## config.mk

```make
export PLATFORM = sky130hd
export DESIGN_NAME = peripheral_showresult
export DESIGN_NICKNAME = d
export VERILOG_FILES = /design/src/rtl/peripheral_showresult.sv
export SDC_FILE = /design/constraint.sdc
export NUM_CORES = 1
export LEC_CHECK = 0
export ABC_AREA = 1
export CAP_MARGIN = 0
export CORE_UTILIZATION = 50
export DETAILED_ROUTE_END_ITERATION = 7
export GPL_TIMING_DRIVEN = 1
export PLACE_DENSITY = 0.89
export SLEW_MARGIN = 20
export SYNTH_ARGS = -nofsm -noshare
export SYNTH_HDL_FRONTEND = slang
export SYNTH_SLANG_ARGS = --single-unit
```

## constraint.sdc

```tcl
create_clock -name clk -period 2.67 [get_ports clk]
set_input_delay 0.4005 -clock clk [delete_from_list [all_inputs] [get_ports clk]]
set_output_delay 0.4005 -clock clk [all_outputs]
set_load 0.05 [all_outputs]
```

## src/rtl/peripheral_showresult.sv

```systemverilog
// Snapshot viewer: captures dataA/dataB/dataR when the loader reports ready and
// shows one halfword at a time as four hex digits, stepped by a debounced enter.
module peripheral_showresult #(
    parameter int SYNC_STAGES     = 2,
    parameter int DEBOUNCE_CYCLES = 4
) (
    input  logic        clk,
    input  logic        reset,
    input  logic        enter,
    input  logic        inputdata_ready,
    input  logic [31:0] dataA,
    input  logic [31:0] dataB,
    input  logic [31:0] dataR,
    output logic [2:0]  view,
    output logic        snapshot_valid,
    output logic [6:0]  disp3,
    output logic [6:0]  disp2,
    output logic [6:0]  disp1,
    output logic [6:0]  disp0
);

    localparam int CNT_W = $clog2(DEBOUNCE_CYCLES + 1);
    localparam logic [CNT_W-1:0] CNT_MAX  = CNT_W'(DEBOUNCE_CYCLES);
    localparam logic [CNT_W-1:0] CNT_LAST = CNT_W'(DEBOUNCE_CYCLES - 1);
    localparam logic [6:0] DASH = 7'b0111111;

    typedef enum logic [2:0] {
        V_A_LO   = 3'd0,
        V_A_HI   = 3'd1,
        V_B_LO   = 3'd2,
        V_B_HI   = 3'd3,
        V_R_LO   = 3'd4,
        V_R_HI   = 3'd5,
        V_UNUSED = 3'd6,
        V_WAIT   = 3'd7
    } view_t;

    function automatic logic [6:0] hex7(input logic [3:0] n);
        case (n)
            4'h0: hex7 = 7'b1000000;
            4'h1: hex7 = 7'b1111001;
            4'h2: hex7 = 7'b0100100;
            4'h3: hex7 = 7'b0110000;
            4'h4: hex7 = 7'b0011001;
            4'h5: hex7 = 7'b0010010;
            4'h6: hex7 = 7'b0000010;
            4'h7: hex7 = 7'b1111000;
            4'h8: hex7 = 7'b0000000;
            4'h9: hex7 = 7'b0010000;
            4'hA: hex7 = 7'b0001000;
            4'hB: hex7 = 7'b0000011;
            4'hC: hex7 = 7'b1000110;
            4'hD: hex7 = 7'b0100001;
            4'hE: hex7 = 7'b0000110;
            default: hex7 = 7'b0001110;
        endcase
    endfunction

    logic [SYNC_STAGES-1:0] sync_q;
    logic [CNT_W-1:0]       cnt_q, cnt_d;
    logic                   s, enter_pulse;

    view_t       view_q;
    logic        valid_q;
    logic [31:0] snap_a_q, snap_b_q, snap_r_q;
    logic [27:0] disp_q, disp_d;
    logic [15:0] half;

    assign s = sync_q[SYNC_STAGES-1];

    always_ff @(posedge clk) begin
        if (reset) begin
            sync_q <= '0;
            cnt_q  <= '0;
        end else begin
            sync_q <= {sync_q[SYNC_STAGES-2:0], enter};
            cnt_q  <= cnt_d;
        end
    end

    always_comb begin
        cnt_d = '0;
        if (s) begin
            cnt_d = (cnt_q == CNT_MAX) ? cnt_q : cnt_q + 1'b1;
        end
    end

    // Counter saturates, so a held button matches CNT_LAST exactly once.
    assign enter_pulse = s && (cnt_q == CNT_LAST);

    always_comb begin
        half = '0;
        case (view_q)
            V_A_LO: half = snap_a_q[15:0];
            V_A_HI: half = snap_a_q[31:16];
            V_B_LO: half = snap_b_q[15:0];
            V_B_HI: half = snap_b_q[31:16];
            V_R_LO: half = snap_r_q[15:0];
            V_R_HI: half = snap_r_q[31:16];
            default: half = '0;
        endcase
    end

    always_comb begin
        disp_d = {4{DASH}};
        if (view_q <= V_R_HI) begin
            disp_d = {hex7(half[15:12]), hex7(half[11:8]), hex7(half[7:4]), hex7(half[3:0])};
        end
    end

    always_ff @(posedge clk) begin
        if (reset) begin
            view_q   <= V_WAIT;
            valid_q  <= 1'b0;
            snap_a_q <= '0;
            snap_b_q <= '0;
            snap_r_q <= '0;
            disp_q   <= {4{DASH}};
        end else begin
            disp_q <= disp_d;
            if (inputdata_ready) begin
                snap_a_q <= dataA;
                snap_b_q <= dataB;
                snap_r_q <= dataR;
                valid_q  <= 1'b1;
                view_q   <= V_A_LO;
            end else if (enter_pulse) begin
                case (view_q)
                    V_WAIT:   view_q <= V_WAIT;
                    V_R_HI:   view_q <= V_A_LO;
                    V_UNUSED: view_q <= V_A_LO;
                    default:  view_q <= view_t'(view_q + 3'd1);
                endcase
            end
        end
    end

    assign view           = view_q;
    assign snapshot_valid = valid_q;
    assign disp3          = disp_q[27:21];
    assign disp2          = disp_q[20:14];
    assign disp1          = disp_q[13:7];
    assign disp0          = disp_q[6:0];

endmodule

```

* Word level (Yosys, flattened, before mapping)
Memory sizes are Yosys's and may differ from the RTL's. A register that Yosys moved wholly into a read port is not among the register bits.
Index checks and enable logic that the tools add are counted.
** Storage, ports and cells
- Register bits :: 105
- Bits in read-only memories :: 448
- Bits of input ports :: 100
- Output and inout bits :: 32
- Logic and storage cells :: 35
- Memories :: 4
** Memory list
- (no name shown) :: depth 16, bits a word 7, rd ports 1, clocked after Yosys merged registers in 1, wr ports 0, RTL line 39 : case (n)
- (no name shown) :: depth 16, bits a word 7, rd ports 1, clocked after Yosys merged registers in 1, wr ports 0, RTL line 39
- (no name shown) :: depth 16, bits a word 7, rd ports 1, clocked after Yosys merged registers in 1, wr ports 0, RTL line 39
- (no name shown) :: depth 16, bits a word 7, rd ports 1, clocked after Yosys merged registers in 1, wr ports 0, RTL line 39
** Cells by class
- Add/sub/neg operators :: 2
- Magnitude comparators :: 1
- Eq/ne operators :: 9
- Muxes and demuxes :: 4
- Bitwise gates (word level) :: 2
- Reductions and logical operators :: 6
** Operators with widths (count)
- $pmux 16 s6 :: 1
- $eq 3x3->1 const B :: 5
- $eq 3x2->1 const B :: 3
- $add 3x1->3 const B :: 2
- $mux 3 :: 2
- $pmux 3 s2 :: 1
- $reduce_or 2->1 :: 3
- $eq 3x1->1 const B :: 1
- $le 3x3->1 const B :: 1
- $logic_not 3->1 :: 1
- $not 1->1 :: 2
- $reduce_bool 2->1 :: 1
- $logic_and 1x1->1 :: 1

* Depth between registers and ports, before layout
Gate-level depths: netlist (run 1).
- Depth after elaboration :: 5
- Mapped depth :: 17
- Gate-level depth less buffers :: 16

* Worst setup path before layout (run 1)
OpenSTA, ideal clock, no wires.
- Kind :: register to register
- From :: reg view_q[1], in the netlist view[1]
- To :: reg disp_q[24]
- Library setup time :: 0.122 ns
- Data arrival time :: 2.501 ns
- Required time :: 2.548 ns
- Setup slack :: 0.047 ns
- Cell stages (with the launch flop) :: 16
- Buffers on the path :: 1
- Clock period less this slack :: 2.623 ns
- Cell sequence :: dfxtp_1 ha_1 ha_1 buf_2 inv_1 o22ai_1 nor2_1 nand2_1 inv_1 nor2_1 inv_1 ha_1 inv_1 o21ai_0 nand2_1 nand3_1
** On the way
- Longest elaborated chain between the ends :: 3
- Elaborated cells between the ends (all ways) :: 10
- Classes of those cells :: order compare: 1; eq/ne: 5; mux: 1; bitwise: 1; reduce/logical: 2
** Ends and longest elaborated chain
- start, declared :: RTL line 63 : view_t view_q;
- start signal, assigned :: RTL line 132 : default: view_q <= view_t'(view_q + 3'd1);
- $le 3x3->1 :: RTL line 106 : if (view_q <= V_R_HI) begin
- $not 1->1 (no source line)
- $reduce_or 2->1 (no source line)
- end, declared :: RTL line 66 : logic [27:0] disp_q, disp_d;
Several ways; a longest one is shown, not always the timed one.
A chain may end at the register's enable or synchronous reset.

* Worst setup path after layout (run 1)
- From :: reg view_q[0], in the netlist view[0]
- To :: reg disp_q[10]
The elaborated chain is that of the path after synthesis.

==> metrics, run 1 <==
status=completed; first-pass GRT wire length=28500 um; Max VDD drop=335 uV; clock buffer depth=2; WL met1=approximately 7400 um; Avg Vias per Cell=between 5 and 6; Clock Power Share=44.9%; post-route insts no fill=1234; Max Fanout on Critical Path=11; final hold viol count=0; sw frac=between 20% and 30%; Hold Path End=sync_q[1]; CTS sink count=133; post-synthesis sequential area ratio=between 40% and 50%; Seq cells post-synth=133; startpoint types=register; Synth Cell Area=6390 sq um; Post-Syn Instances=~930; DRT Wirelength=17300 um; number of global-route vias before repair=6060; Overflow after GRT=0; initial antenna violation count=0; Synth Area per Inst=6.84 sq um; max-cap violations=0; initial core utilization=between 50 and 60%; slew margin rel.=51.4%; number of cells on the worst hold path=2; Req. time, crit path=2.98 ns; P_leak=3.94 nW; I/O pin count=132; reg2reg end=disp_q[10]; final worst-path cycle share=91.7%; CTS Buf Count=17; CP endpoint kind=register; Int Pwr=4.18 mW; net load switching power=1.57 mW; Max Clk Rate=0.409 GHz; drt wl/cell=14.0 um; die area=13200 sq um; critical path arrival=2.76 ns; routed length on met3=roughly 1200 um; Critical R2R Launch=view[0]; Starting DRT DRC Count=656; Setup TNS Final=0 ns; share of layout cells above drive strength 1=7.50%; cell taking the most area after synthesis=dfxtp_1; Clock Skew=0.00770 ns; Root Buffer=clkbuf_16; post-CTS setup buffers=0; antenna-violating nets left=0; sequential share of power=38.3%; Comb pwr share=16.8%; pin count of the biggest net entering global routing=92; Final Max Slew Viols=0; Layout Utilization=69.5%; HPWL after DPL=12100 um; setup violators final=0; Remaining DRCs=0; DR top layer=met4; Area contributors post-synth=dfxtp_1, nor2_1, nand2_1; Placed Cells=1202; Total GRT Usage=27.6%; crit path kind=reg2reg; Core Box Area=12200 sq um; R2R setup slack=0.22 ns; clock latency on the worst-skew pair=0.43 ns; hold path startpoint=sync_q[0]; Yosys top cell area share=41.7%; vias after detailed routing=6425; Clock transition at path regs=0.06 ns; final worst path period need=2.45 ns; area grow syn2layout=33.0%; syn nets=1066; Die Ht=115 um; library cells used by synthesis=28; PwrDens=677 nW/um^2; RSZ-0062 raised after global routing=false; drt first pass iters=6; met2 wire len=just over 8000 um; Placer Congestion=~0.97; port bufs=131; H-tree depth=4; Worst-Margin Slew=0.729 ns; CTS tree=done; Antenna Cells=0; r2r worst-path depth=15; Final nets=1186; yosys warns=0; site row count=40; crit path launch=view[0]; Die W=115 um; Hold Crit Class=reg2reg
-- synth_stat cells --
cell type  number
nor2_1        208
dfxtp_1       133
o22ai_1         2
nor3_1          1
o211ai_1        4
nand2_2        12
buf_6           3
nand4_1         1
o21ai_1         1
inv_2           6
nand2_4         2
or2_1           2
a21oi_2         1
buf_1           1
nand3b_1        1
buf_4           5
nor2_2          3
a211oi_1        2
nor2_4          1
nand2_1       196
ha_1           33
clkbuf_1       24
clkinv_1        1
inv_1          63
buf_2          12
nand3_1        96
o21ai_0       103
a21oi_1        16
-- sequential cells by signal, indices dropped and copies added (netlist names) --
name and cells:
disp_q 28, view 3, snap_a_q 32, cnt_q 3, snap_r_q 32, snapshot_valid 1, sync_q 2, snap_b_q 32
-- cell usage in the layout, fill, tap and decap left out --
cell type	synthesis	layout
o21ai_1	1	1
nand2_2	12	13
nand3b_1	1	1
buf_12	0	2
clkdlybuf4s50_1	0	130
nand4_1	1	1
a21oi_2	1	1
inv_1	63	61
nor2_2	3	4
ha_1	33	30
o22ai_1	2	2
buf_2	12	1
nor2_4	1	1
clkbuf_16	0	17
ha_2	0	2
inv_6	0	2
a211oi_1	2	2
or2_1	2	2
clkinvlp_4	0	2
nor2_1	208	207
a21oi_1	16	16
nand3_1	96	96
dfxtp_1	133	133
inv_2	6	9
clkinv_4	0	5
bufinv_16	0	5
clkbuf_1	24	1
buf_4	5	13
nor3_1	1	1
o21ai_0	103	103
nand2_4	2	2
nand2_1	196	195
ha_4	0	1
o211ai_1	4	4
-- area by class of cell --
type,count,area [sq um]
Clock inverter,14,226
Fill cell,943,3720
Inverter,70,263
Sequential cell,133,2660
Timing Repair Buffer,146,1440
Tap cell,168,210
Multi-Input combinational cell,685,3260
Clock buffer,18,429
-- cells by family after synthesis --
group	synth area share [%]
flip-flops	41.7
AND/OR/NAND/NOR	33.8
adder cells (fa/ha/maj)	6.47
AO/OA/AOI/OAI	10.4
buffers and inverters	7.64
-- how the worst max path moves through the flow --
stage,end,cells past startpoint,slack [ns]
final,disp_q[10],15,0.22
after global routing,disp_q[5],14,0.03
after CTS,disp_q[24],14,0.09
after detailed placement,disp_q[24],14,0.11
after global placement,disp_q[5],14,0.31
after floorplan,disp_q[24],15,0.05
-- through the flow --
stage	setup WS (ns)	area [sq um]	hold WS, ns	power [mW]
floorplan	0.0468	6390	0.388	2.81
global placement	0.310	7820	0.425	3.16
detailed placement	0.110	7820	0.423	3.18
global route	0.0315	8490	0.449	5.96
CTS	0.0873	8470	0.434	5.75
finish	0.222	8490	0.437	5.75
-- power by group through the flow --
stage / sequential, mW / combinational (mW) / clock [mW]
after CTS: 2.20 / 0.951 / 2.60
after detailed placement: 2.24 / 0.940 / 0
after global routing: 2.22 / 1.05 / 2.69
final: 2.20 / 0.965 / 2.58
after global placement: 2.24 / 0.925 / 0
after floorplan: 2.39 / 0.426 / 0
-- worst max-delay path, stage by stage, from the launching register on --
cell and delay, ns:
dfxtp_1 0.42, inv_1 0.10, ha_1 0.26, inv_1 0.07, nor2_1 0.04, buf_4 0.19
nand2_1 0.07, nand4_1 0.17, nor2_1 0.18, nor2_1 0.09, inv_1 0.13, ha_1 0.25
inv_1 0.10, nand3_1 0.09, nand3_1 0.10, nand3_1 0.07
-- routing by layer --
layer  vias up  GRT usage (%)
li1       3195              -
met1      2908           34.1
met2       267           45.8
met3        55           6.27
met4         0           12.6
met5         -              0
-- what timing repair did --
action,CTS,global route
resized for setup,0,7
hold buffers,0,0
endpoints found under the setup margin,0,13
Power figures use the tool's default switching activity.
==> inputs of run 2 (changes only) <==
CORE_MARGIN = 4   (was default)
==> run 2 against run 1 <==
Combinational power barely moved. Fmax fell by 1.8%. Hold slack got worse by 0.011 ns. Global-route usage fell by 2.8 points. Final cell count rose by 0.32%. Clock power fell by 14%. First-iteration DRC count rose by 9.8%. Wire length rose by 4.2%. Total power fell by 6.3%. Critical path type unchanged.
==> metrics, run 2 (synthesized netlist as in run 1, its figures left out) <==
CTS tree=done; CP most frequent cell=inv_1; R2R setup slack=0.18 ns; Worst-Margin Slew=0.764 ns; Root Buffer=clkbuf_16; CTS Buf Count=17; drt wl/cell=14.6 um; share of layout cells above drive strength 1=approximately 7.3%; crit path launch=view[0]; CP Cell Sequence=inv_1, ha_1, inv_1, nor2_1, buf_4, nand2_1, nand4_1, nor2_1, nor2_1, inv_1, ha_1, inv_1, nand3_1, nand3_1, nand3_1; Crit path largest cell delay=0.44 ns; Filler Cell Count=between 900 and 1000; Remaining DRCs=0; CP endpoint kind=register; Critical R2R Launch=view[0]; Placed Area=7820 sq um; drt first pass iters=6; vias after detailed routing=around 6400; pin count of the biggest net entering global routing=about 90; slew margin rel.=49.1%; Clock Skew=0.00885 ns; PwrDens=642 nW/um^2; Die Ht=121 um; Max VDD drop=428 uV; setup violators final=0; clock buffer depth=2; final worst-path cycle share=93.4%; Core Box Area=12600 sq um; Sequential Area=2660 sq um; final hold viol count=0; reg2reg end=disp_q[10]; Total GRT Usage=between 20 and 25%; Layout Utilization=66.8%; I/O pin count=between 100 and 150; max-cap violations=0; Hold Crit Class=reg2reg; Tot Pwr=around 5.4 mW; Die W=121 um; initial antenna violation count=0; first-pass GRT wire length=29100 um; RSZ-0062 raised after global routing=false; # hold bufs at CTS=0; critical path endpoint=disp_q[10]; H-tree depth=4; area grow syn2layout=31.5%; port bufs=131; area of the multi-input gates=3260 sq um; post-CTS setup buffers=0; clock latency on the worst-skew pair=approximately 0.42 ns; r2r worst-path depth=15; Req. time, crit path=2.97 ns; top flop regs=snap_a_q (32), snap_b_q (32), snap_r_q (32); DRT Wirelength=18100 um; critical path arrival=2.80 ns; Max Clk Rate=0.401 GHz; most frequent cells in the layout=nor2_1, nand2_1, dfxtp_1; CTS sink count=133; Final Max Slew Viols=0; crit path kind=reg2reg; Final Cell Area=8400 sq um; cells resized by post-CTS repair=0; P_leak=3.89 nW; antenna-violating nets left=0; Overflow after GRT=0; Placer Congestion=0.928; initial core utilization=50.8%; number of global-route vias before repair=6068; status=completed; Setup TNS Final=0 ns; HPWL after DPL=12800 um; Final nets=1186; Max Fanout on Critical Path=11; Starting DRT DRC Count=720; Antenna Cells=0; startpoint types=register; Clock transition at path regs=roughly 0.060 ns; final worst path period need=~2.5 ns; die area=14600 sq um; most common cell after layout, fill and taps aside=nor2_1; Avg Vias per Cell=5.20; site row count=between 40 and 50; CP max stage cell=dfxtp_1
run 2: changes by cell type in the layout (fill, tap and decap cells not counted), sizes merged:
cell | previous run | this run
clkinv | 5 | 4
clkinvlp | 2 | 7
bufinv | 5 | 1
run 2: how the worst min path moves through the flow:
| stage | startpoint | to | slack (ns) | cells past startpoint |
|---|---|---|---|---|
| global route | sync_q[0] | sync_q[1] | 0.44 | 2 |
| floorplan | sync_q[0] | sync_q[1] | 0.39 | 2 |
| finish | sync_q[0] | sync_q[1] | 0.43 | 2 |
| global placement | sync_q[0] | sync_q[1] | 0.40 | 2 |
| detailed placement | sync_q[0] | sync_q[1] | 0.40 | 2 |
| CTS | sync_q[0] | sync_q[1] | 0.43 | 2 |
run 2: power by group:
part	switching [mW]	leakage (nW)	internal (mW)
clock	0.930	0.251	1.29
sequential	0.0723	1.11	2.13
combinational	0.591	2.53	0.376
total	1.59	3.89	3.80
run 2: through the flow:
step | setup slack, ns | std cells | hold slack, ns
2_1_floorplan | 0.0468 | 933 | 0.388
3_3_place_gp | 0.375 | 1206 | 0.396
3_5_place_dp | 0.192 | 1206 | 0.404
4_1_cts | 0.123 | 1238 | 0.427
5_1_grt | 0.00911 | 1238 | 0.440
6_report | 0.177 | 1238 | 0.426
run 2: worst max-delay path: cells and delay by family, from the launching register on:
| family | cells | cell delay (ns) |
|---|---|---|
| buf+inv | 5 | 0.58 |
| flops | 1 | 0.44 |
| fa+ha+maj | 2 | 0.51 |
| simple gates | 8 | 0.85 |
run 2: routing by layer:
metal / vias up / global-route usage [%] / wire length [um]
met5: - / 0 / 0
met4: 0 / 9.99 / 541
met3: 42 / 5.41 / 1360
met2: 284 / 40.7 / 8580
met1: 2912 / 31.4 / 7580
li1: 3198 / - / -
run 2: layout make-up:
cell class	instances	area share [%]
clock buffers	18	5.11
repair buffers	146	17.2
clock inverters	14	1.56
well taps	172	2.56
multi-input cells	685	38.8
flip-flops and latches	133	31.7
inverters	70	3.13
